==> src/rtl/jtpang_ba_resp.sv <==
// 4-bank SDRAM request responder: arbitrates banks and programming port onto one 16-bit port.
// Optional periodic refresh slot enabled by defining JTPANG_BA_REFRESH_EN.
module jtpang_ba_resp #(
  parameter int AW             = 22,
  parameter int BURST          = 2,
  parameter int LAT            = 3,
  parameter int REFRESH_CYCLES = 384,
  parameter int REFRESH_LEN    = 4
) (
  input  logic          clk,
  input  logic          rst,
  input  logic [AW-1:0] ba0_addr,
  input  logic [AW-1:0] ba1_addr,
  input  logic [AW-1:0] ba2_addr,
  input  logic [AW-1:0] ba3_addr,
  input  logic [3:0]    ba_rd,
  input  logic          ba_wr,
  input  logic [15:0]   ba0_din,
  input  logic [1:0]    ba0_din_m,
  output logic [3:0]    ba_ack,
  output logic [3:0]    ba_dst,
  output logic [3:0]    ba_dok,
  output logic [3:0]    ba_rdy,
  output logic [15:0]   data_read,
  input  logic [AW-1:0] prog_addr,
  input  logic [1:0]    prog_ba,
  input  logic [15:0]   prog_data,
  input  logic [1:0]    prog_mask,
  input  logic          prog_we,
  input  logic          prog_rd,
  output logic          prog_ack,
  output logic          prog_dst,
  output logic          prog_dok,
  output logic          prog_rdy,
  output logic [AW+1:0] mem_addr,
  output logic          mem_rd,
  output logic          mem_we,
  output logic [15:0]   mem_din,
  output logic [1:0]    mem_din_m,
  input  logic [15:0]   mem_dout
);

  localparam int CW = (BURST > 1) ? $clog2(BURST) : 1;

`ifdef JTPANG_BA_REFRESH_EN
  typedef enum logic [2:0] {S_IDLE, S_ISSUE, S_DRAIN, S_WRITE, S_REFRESH} state_t;
`else
  typedef enum logic [2:0] {S_IDLE, S_ISSUE, S_DRAIN, S_WRITE} state_t;
`endif

  state_t          r_state;
  state_t          w_state_nx;

  // Strobe vectors: bits 3:0 are the banks, bit 4 is the programming port.
  logic [4:0]      r_ack;
  logic [4:0]      r_dst;
  logic [4:0]      r_dok;
  logic [4:0]      r_rdy;
  logic [4:0]      r_own_oh;
  logic [1:0]      r_rr;
  logic [CW-1:0]   r_cnt;
  logic [AW+1:0]   r_mem_addr;
  logic            r_mem_rd;
  logic            r_mem_we;
  logic [15:0]     r_mem_din;
  logic [1:0]      r_mem_din_m;
  logic [15:0]     r_data_read;

  logic [LAT-1:0]  r_vld_p;
  logic [LAT-1:0]  r_fst_p;
  logic [LAT-1:0]  r_lst_p;

  logic            w_bank_hit;
  logic [1:0]      w_bank_sel;
  logic [1:0]      w_idx;
  logic [AW-1:0]   w_bank_addr;
  logic            w_gnt_rd;
  logic            w_gnt_wr;
  logic            w_gnt_prog;
  logic [4:0]      w_gnt_oh;
  logic [AW+1:0]   w_gnt_addr;
  logic [15:0]     w_gnt_din;
  logic [1:0]      w_gnt_mask;
  logic            w_burst_end;
  logic            w_drain_end;

  assign w_burst_end = (r_cnt == CW'(BURST - 1));
  assign w_drain_end = r_vld_p[LAT-1] & r_lst_p[LAT-1];

  // Round-robin search starting at the bank after the last one granted.
  always_comb begin
    w_bank_hit = 1'b0;
    w_bank_sel = r_rr;
    w_idx      = r_rr;
    for (int i = 0; i < 4; i++) begin
      w_idx = r_rr + 2'(i);
      if (!w_bank_hit && ba_rd[w_idx]) begin
        w_bank_hit = 1'b1;
        w_bank_sel = w_idx;
      end
    end
  end

  always_comb begin
    w_bank_addr = ba0_addr;
    case (w_bank_sel)
      2'd0:    w_bank_addr = ba0_addr;
      2'd1:    w_bank_addr = ba1_addr;
      2'd2:    w_bank_addr = ba2_addr;
      default: w_bank_addr = ba3_addr;
    endcase
  end

`ifdef JTPANG_BA_REFRESH_EN
  localparam int RCW = $clog2(REFRESH_CYCLES + 1);
  localparam int RLW = $clog2(REFRESH_LEN + 1);

  logic [RCW-1:0] r_ref_cnt;
  logic [RLW-1:0] r_ref_len;
  logic           r_ref_pend;
  logic           w_ref_done;

  assign w_ref_done = (r_ref_len == RLW'(REFRESH_LEN - 1));

  // Interval counter free-runs; a new pending request wins over a clear on the same edge.
  always_ff @(posedge clk) begin
    if (rst) begin
      r_ref_cnt  <= '0;
      r_ref_len  <= '0;
      r_ref_pend <= 1'b0;
    end else begin
      if (r_state == S_REFRESH) begin
        if (w_ref_done) begin
          r_ref_len  <= '0;
          r_ref_pend <= 1'b0;
        end else begin
          r_ref_len  <= r_ref_len + RLW'(1);
        end
      end
      if (r_ref_cnt == RCW'(REFRESH_CYCLES - 1)) begin
        r_ref_cnt  <= '0;
        r_ref_pend <= 1'b1;
      end else begin
        r_ref_cnt  <= r_ref_cnt + RCW'(1);
      end
    end
  end
`endif

  always_comb begin
    w_state_nx = r_state;
    w_gnt_rd   = 1'b0;
    w_gnt_wr   = 1'b0;
    w_gnt_prog = 1'b0;
    w_gnt_oh   = 5'b0;
    w_gnt_addr = {w_bank_sel, w_bank_addr};
    w_gnt_din  = ba0_din;
    w_gnt_mask = ba0_din_m;
    case (r_state)
      S_IDLE: begin
`ifdef JTPANG_BA_REFRESH_EN
        if (r_ref_pend) w_state_nx = S_REFRESH; else
`endif
        if (prog_we || prog_rd) begin
          w_gnt_prog = 1'b1;
          w_gnt_oh   = 5'b10000;
          w_gnt_addr = {prog_ba, prog_addr};
          w_gnt_din  = prog_data;
          w_gnt_mask = prog_mask;
          w_gnt_wr   = prog_we;
          w_gnt_rd   = !prog_we;
          w_state_nx = prog_we ? S_WRITE : S_ISSUE;
        end else if (w_bank_hit) begin
          w_gnt_oh   = {1'b0, 4'(4'b0001 << w_bank_sel)};
          w_gnt_wr   = (w_bank_sel == 2'd0) && ba_wr;
          w_gnt_rd   = !w_gnt_wr;
          w_state_nx = w_gnt_wr ? S_WRITE : S_ISSUE;
        end
      end
      S_ISSUE:   if (w_burst_end) w_state_nx = S_DRAIN;
      S_DRAIN:   if (w_drain_end) w_state_nx = S_IDLE;
      S_WRITE:   w_state_nx = S_IDLE;
`ifdef JTPANG_BA_REFRESH_EN
      S_REFRESH: if (w_ref_done) w_state_nx = S_IDLE;
`endif
      default:   w_state_nx = S_IDLE;
    endcase
  end

  always_ff @(posedge clk) begin
    if (rst) r_state <= S_IDLE;
    else     r_state <= w_state_nx;
  end

  // Stage 0: grant, address issue and write strobes.
  always_ff @(posedge clk) begin
    if (rst) begin
      r_ack       <= '0;
      r_dst       <= '0;
      r_dok       <= '0;
      r_rdy       <= '0;
      r_own_oh    <= '0;
      r_rr        <= '0;
      r_cnt       <= '0;
      r_mem_addr  <= '0;
      r_mem_rd    <= 1'b0;
      r_mem_we    <= 1'b0;
      r_mem_din   <= '0;
      r_mem_din_m <= '0;
      r_data_read <= '0;
    end else begin
      r_ack <= '0;
      r_dst <= '0;
      r_dok <= '0;
      r_rdy <= '0;
      if (w_gnt_rd || w_gnt_wr) begin
        r_ack      <= w_gnt_oh;
        r_own_oh   <= w_gnt_oh;
        r_mem_addr <= w_gnt_addr;
        r_cnt      <= '0;
        r_mem_rd   <= w_gnt_rd;
        r_mem_we   <= w_gnt_wr;
        if (!w_gnt_prog) r_rr <= w_bank_sel + 2'd1;
        if (w_gnt_wr) begin
          r_mem_din   <= w_gnt_din;
          r_mem_din_m <= w_gnt_mask;
        end
      end
      if (r_state == S_ISSUE) begin
        if (w_burst_end) begin
          r_mem_rd <= 1'b0;
        end else begin
          r_mem_addr[AW-1:0] <= r_mem_addr[AW-1:0] + AW'(1);
          r_cnt              <= r_cnt + CW'(1);
        end
      end
      if (r_state == S_WRITE) begin
        r_mem_we <= 1'b0;
        r_rdy    <= r_own_oh;
      end
      // Stage LAT: returned word registered together with its strobes.
      if (r_vld_p[LAT-1]) begin
        r_data_read <= mem_dout;
        r_dok       <= r_own_oh;
        if (r_fst_p[LAT-1]) r_dst <= r_own_oh;
        if (r_lst_p[LAT-1]) r_rdy <= r_own_oh;
      end
    end
  end

  // Stages 1..LAT: read-valid tracking matching the memory latency.
  always_ff @(posedge clk) begin
    if (rst) begin
      r_vld_p <= '0;
      r_fst_p <= '0;
      r_lst_p <= '0;
    end else begin
      r_vld_p[0] <= r_mem_rd;
      r_fst_p[0] <= r_mem_rd && (r_cnt == '0);
      r_lst_p[0] <= r_mem_rd && w_burst_end;
      for (int i = 1; i < LAT; i++) begin
        r_vld_p[i] <= r_vld_p[i-1];
        r_fst_p[i] <= r_fst_p[i-1];
        r_lst_p[i] <= r_lst_p[i-1];
      end
    end
  end

  assign ba_ack    = r_ack[3:0];
  assign ba_dst    = r_dst[3:0];
  assign ba_dok    = r_dok[3:0];
  assign ba_rdy    = r_rdy[3:0];
  assign prog_ack  = r_ack[4];
  assign prog_dst  = r_dst[4];
  assign prog_dok  = r_dok[4];
  assign prog_rdy  = r_rdy[4];
  assign data_read = r_data_read;
  assign mem_addr  = r_mem_addr;
  assign mem_rd    = r_mem_rd;
  assign mem_we    = r_mem_we;
  assign mem_din   = r_mem_din;
  assign mem_din_m = r_mem_din_m;

endmodule

==> config.mk <==
export PLATFORM = sky130hd
export DESIGN_NAME = jtpang_ba_resp
export DESIGN_NICKNAME = d
export VERILOG_FILES = /design/src/rtl/jtpang_ba_resp.sv
export SDC_FILE = /design/constraint.sdc
export NUM_CORES = 1
export LEC_CHECK = 0
export ABC_CLOCK_PERIOD_IN_PS = 1700
export BUFFER_PORTS_ARGS = -buffer_cell sky130_fd_sc_hd__buf_2
export CELL_PAD_IN_SITES_DETAIL_PLACEMENT = 0
export CELL_PAD_IN_SITES_GLOBAL_PLACEMENT = 2
export CORE_MARGIN = 10
export CORE_UTILIZATION = 23
export DETAILED_ROUTE_END_ITERATION = 6
export HOLD_SLACK_MARGIN = 0.06
export PLACE_DENSITY = 0.81
export SYNTH_ARGS = -nofsm -noshare
export SYNTH_HDL_FRONTEND = slang
export SYNTH_SLANG_ARGS = --single-unit
==> constraint.sdc <==
create_clock -name clk -period 1.7 [get_ports clk]
set_input_delay 0.17 -clock clk [delete_from_list [all_inputs] [get_ports clk]]
set_output_delay 0.17 -clock clk [all_outputs]
set_load 0.02 [all_outputs]
; ---- Word level (Yosys, flattened, before mapping)
; Index checks and enable logic that the tools add are counted.
[totals]
ff_bits = 100
input_bits = 173
wordCells = 117
out_inout_bits = 80
[classes]
n_lt_le_gt_ge = 4
n_mux = 52
shift = 1
n_eq_ne = 8
bitwise_logic = 6
addsub = 6
n_reduce_logical = 22
[op_table]
columns = op, n
row1 = $mux W22, 3
row2 = $pmux W22 S3, 1
row3 = $mux W24, 2
row4 = $mux W16, 2
row5 = $mux W5, 5
row6 = $add A22 B1 Y22 const B, 1
row7 = $mux W1, 22
row8 = $mux W2, 7
row9 = $lt A2 B3 Y1 const B, 4
row10 = $mux W3, 4
row11 = $pmux W3 S3, 1
row12 = $bmux W1 S2, 4
row13 = $eq A3 B2 Y1 const B, 2
row14 = $logic_and A1 B1 Y1, 6
row15 = $reduce_or A2 Y1, 3
row16 = $logic_not A1 Y1, 5
row17 = $not A1 Y1, 5
row18 = $add A2 B1 Y2 const B, 2
row19 = $add A2 B2 Y2 const B, 2
row20 = $mux W4, 1
row21 = $ne A2 B2 Y1 const B, 2
row22 = $reduce_and A2 Y1, 2
row23 = $shl A1 B2 Y4 const A, 1
row24 = $eq A3 B1 Y1 const B, 1
row25 = other kinds (10), 11

; ---- Logic depth before layout (Yosys ltp)
[logic_depth]
depth_word = 22
ltp_mapped = 8
ltp_nobuf = 7

; ---- Worst setup path before layout
; Ideal clock, no wire load.
[synth_timing]
path_type = reg2reg
start = reg r_mem_addr[6] (netlist: mem_addr[6])
end = reg r_mem_addr[14] (netlist: mem_addr[14])
arrival_ns = 1.842
synth_period_minus_slack_ns = 1.911
path_stages_with_launch = 7
n_path_buf = 0
required_time_ns = 1.631
setup_ns = 0.069
slack_ns = -0.211
cell_sequence = dfxtp_1 -> nand4_2 -> nor4_4 -> nand3_1 -> xor2_1 -> a221o_1 -> o21ai_1
[synth_via]
elab_chain_len = 3
[synth_rtl]
columns = element, line_no
row1 = start: declaration, 62  ; logic [AW+1:0] r_mem_addr;
row2 = start signal: assignment, 219  ; r_mem_addr <= w_gnt_addr;
row3 = start signal: indexed assignment, 233  ; r_mem_addr[AW-1:0] <= r_mem_addr[AW-1:0] + AW'(1);
row4 = $add A22 B1 Y22, 233
row5 = $mux W22, 230  ; if (w_burst_end) begin
row6 = $mux W22, 229  ; if (r_state == S_ISSUE) begin
; No other way between the ends.
; A chain may end at the register's enable or synchronous reset.

; ---- Final worst setup path
[layout_timing]
start = reg r_rr[1]
end = reg r_mem_din[10] (netlist: mem_din[10])
[layout_via]
elab_chain_len = 20
word_cells_on_any_way = 35
classes_between = add/sub: 3 / mux: 21 / reduce/logical: 11
[layout_rtl]
columns = element, line_no
row1 = start: declaration, 60  ; logic [1:0] r_rr;
row2 = start signal: assignment, 223  ; if (!w_gnt_prog) r_rr <= w_bank_sel + 2'd1;
row3 = branches (longest 19 deep; another with $add A2 B1 Y2), n/a
row4 = $reduce_and A2 Y1 (no source line) (*), n/a
row5 = end signal: assignment, 225  ; r_mem_din <= w_gnt_din;
row6 = end: declaration, 65  ; logic [15:0] r_mem_din;
; Every way passes the cells marked *. The select of a mux whose other input is x is not followed.

==> impl_metrics.toml <==
[sta]
hold_violations = 0
rsz0062_at_grt = "yes"
maxSlewHeadroom = 0.683
period_share = 1.11
clock.fmax_ghz = 0.532
period_needed_ns = 1.88
setup_viol = 45
worst_slack_ns = -0.180
worstMarginPinSlew_ns = 0.474
drv_slew = 0
fin_skew_ns = 0.00882

[placed_design]
hpwl_um = 16100
dp_slack_ns = -0.268
routabilityCongestion = 0.797
io_buffers = 252

[global_route]
grt_max_degree = 41
grt_use_total = 0.141
grt_pass1_wl_um = 32100
antenna_found_initial = 0
grt_pass1_vias = 5648
grt-ovfl-total = 0

[route]
drtPass1Iterations = 4
drcViolationCount = 0
wl_um = 21100
ant_nets = 0
wl_per_cell_um = 18.2
drt_iter0_drc = 245
viasPerCell = 4.60
vias = 5331

[cts]
clk_latency_ns = 0.35
htree_levels = 3
clockRootBuffer = "clkbuf_16"
cts.sinks = 99
cts_made_buffers = 9
clock_path_buffers = 2
clk_pin_slew_ns = 0.07
cts_tree = "built"

[final_layout]
num_antenna_cells = 0
drive_above_1_share = 0.547
postLayoutCoreUtil = 0.388
layout_common_cells = "buf_2, dfxtp_1, buf_4"
mostFrequentLayoutCell = "buf_2"
final_net_count = 1049
syn2layout_area_growth_pct = 66.3

[synth]
synth-edff-count = 0
synth_ff_type = "dfxtp_1"
synth_nets = 715
async_reset_ff_frac = 0
syn_inst = 541
ys_seq_area_frac = 0.390
ys_warn_count = 0
synth.distinct_cells = 64
synth_area_mm2 = 0.00508
synth_seq_cells = 99
syn_avg_cell_area_um2 = 9.39

[pwr]
switching_share = 0.353
p_clk_frac = 0.264
p_leak_nw = 3.72
intPower_mw = 5.02
pwr-share-seq = 0.351
ir_worst_vdd_v = 0.000472
combPwrFrac = 0.385
p_per_area_mw_per_mm2 = 919
p_switching_mw = 2.74

[status]
violations = "setup timing"
status = "finished, violations left"

[worst_setup_path]
endpoint_kind = "flip-flop"
crit_type = "flip-flop to flip-flop"
cp_data_required_time_ns = 1.94
startpoint = "r_rr[1]"
cp.arrival_ns = 2.12
rr_startpoint = "r_rr[1]"
start_kind = "flip-flop"
cp_max_fo = 5

[die]
initial_core_util = 0.233
die_h_um = 169
io_pins = 253
std_cell_rows = 54
coreArea_mm2 = 0.0218
die_x_um = 169
die_area_mm2 = 0.0284

[min_path]
min_from = "ba0_din[11]"
worstHoldPathType = "input pin to flip-flop"

[job]
drv_cap = 0
[metal layers]
layer | up-vias | wire (µm) | global-route usage
met5 | - | 0 | 0
met4 | 0 | 243 | 0.0416
met3 | 16 | 1490 | 0.0394
met2 | 185 | 10400 | 0.240
met1 | 2466 | 8980 | 0.168
li1 | 2664 | - | -
[through the flow]
step	TNS, ns	hold slack (ns)	power, mW	instance area (µm²)	instances
2_1_floorplan	-0.0680	0.317	4.16	5150	541
3_3_place_gp	-6.92	0.407	5.29	7230	1109
3_5_place_dp	-9.30	0.415	5.29	7230	1109
4_1_cts	-2.86	0.0809	7.60	7980	1149
5_1_grt	-9.07	0.0759	8.19	8450	1160
6_report	-5.64	0.0804	7.76	8450	1160
[cell families (layout without fill, tap and decap cells)]
logic type | after synthesis | count (layout) | share of synthesized area
DFF | 99 | 99 | 0.390
muxes | 57 | 57 | 0.115
AOI/OAI and AO/OA | 144 | 144 | 0.228
buffers and inverters | 48 | 387 | 0.0502
xor gates and xnor gates | 20 | 20 | 0.0345
adders and majority gates | 1 | 1 | 0.00246
and+or+nand+nor | 172 | 172 | 0.181
[power groups by stage]
stage               Clock (mW)  Combinational (mW)  Sequential [mW]
finish                    2.05                2.99             2.72
global route              2.22                3.22             2.75
global placement             0                2.52             2.77
CTS                       2.13                2.75             2.72
detailed placement           0                2.52             2.77
floorplan                    0                1.14             3.01
[repair_timing]
action	CTS	global route
pin swaps	5	51
gates resized for setup	40	60
endpoints found under the setup margin	44	47
hold buffers	16	0
setup buffers	6	7
cloned	3	5
endpoints found under the hold margin	16	0
[final timing paths]
path                               endpoint  slack (ns)  depth (start not counted)
worst max-delay path            mem_din[10]       -0.18                         10
worst min-delay path            mem_din[11]        0.08                          3
worst max register to register  mem_din[10]       -0.18                         10
worst min register to register   r_fst_p[2]        0.44                          1
[layout make-up]
type	instances	area, µm²
inverters	10	37.5
multi-input cells	394	3300
fillers	2242	13300
repair buffers	361	2460
well taps	280	350
flip-flops and latches	99	2010
clock inverters	7	67.6
clock buffers	9	225
[flip-flops by register name (all words and copies together), names as in the netlist]
signal     count
mem_din_m      2
r_rr           2
mem_we         1
r_vld_p        3
mem_rd         1
data_read     16
r_rdy          5
mem_din       16
r_fst_p        3
r_lst_p        3
r_ack          5
r_cnt          1
r_own_oh       5
r_dst          5
r_dok          5
r_state        2
mem_addr      24
[cell usage after synthesis, types with 4 or more instances]
library cell | number | share of area
o21ai_1 | 17 | 0.017
o2bb2ai_2 | 10 | 0.030
buf_6 | 6 | 0.013
inv_1 | 10 | 0.0074
mux2_2 | 7 | 0.016
o2bb2ai_1 | 9 | 0.016
xor2_1 | 4 | 0.0069
nor3_1 | 7 | 0.0069
nor2b_1 | 16 | 0.020
mux2i_1 | 48 | 0.095
nor2_1 | 36 | 0.027
and3_1 | 7 | 0.0086
o31ai_1 | 5 | 0.0074
nand3_1 | 33 | 0.033
xnor2_1 | 16 | 0.028
o221ai_1 | 6 | 0.010
dfxtp_1 | 99 | 0.39
buf_4 | 5 | 0.0074
nand2_1 | 37 | 0.027
clkbuf_1 | 12 | 0.0089
a21oi_1 | 32 | 0.032
a22oi_2 | 10 | 0.025
a211oi_1 | 6 | 0.0089
buf_1 | 6 | 0.0044
and2_1 | 11 | 0.014
buf_2 | 9 | 0.0089
a22oi_1 | 13 | 0.019
a221o_1 | 7 | 0.014
[critical path, stage by stage (launching register included)]
cell and delay (ns):
dfxtp_4 0.37, nand2b_4 0.14, a211o_4 0.33, o311ai_4 0.09, buf_6 0.17, buf_12 0.13, nor4_4 0.05, buf_6 0.14
clkbuf_16 0.15, a22oi_2 0.13, o2bb2ai_2 0.06
(Power assumes the default switching activity.)
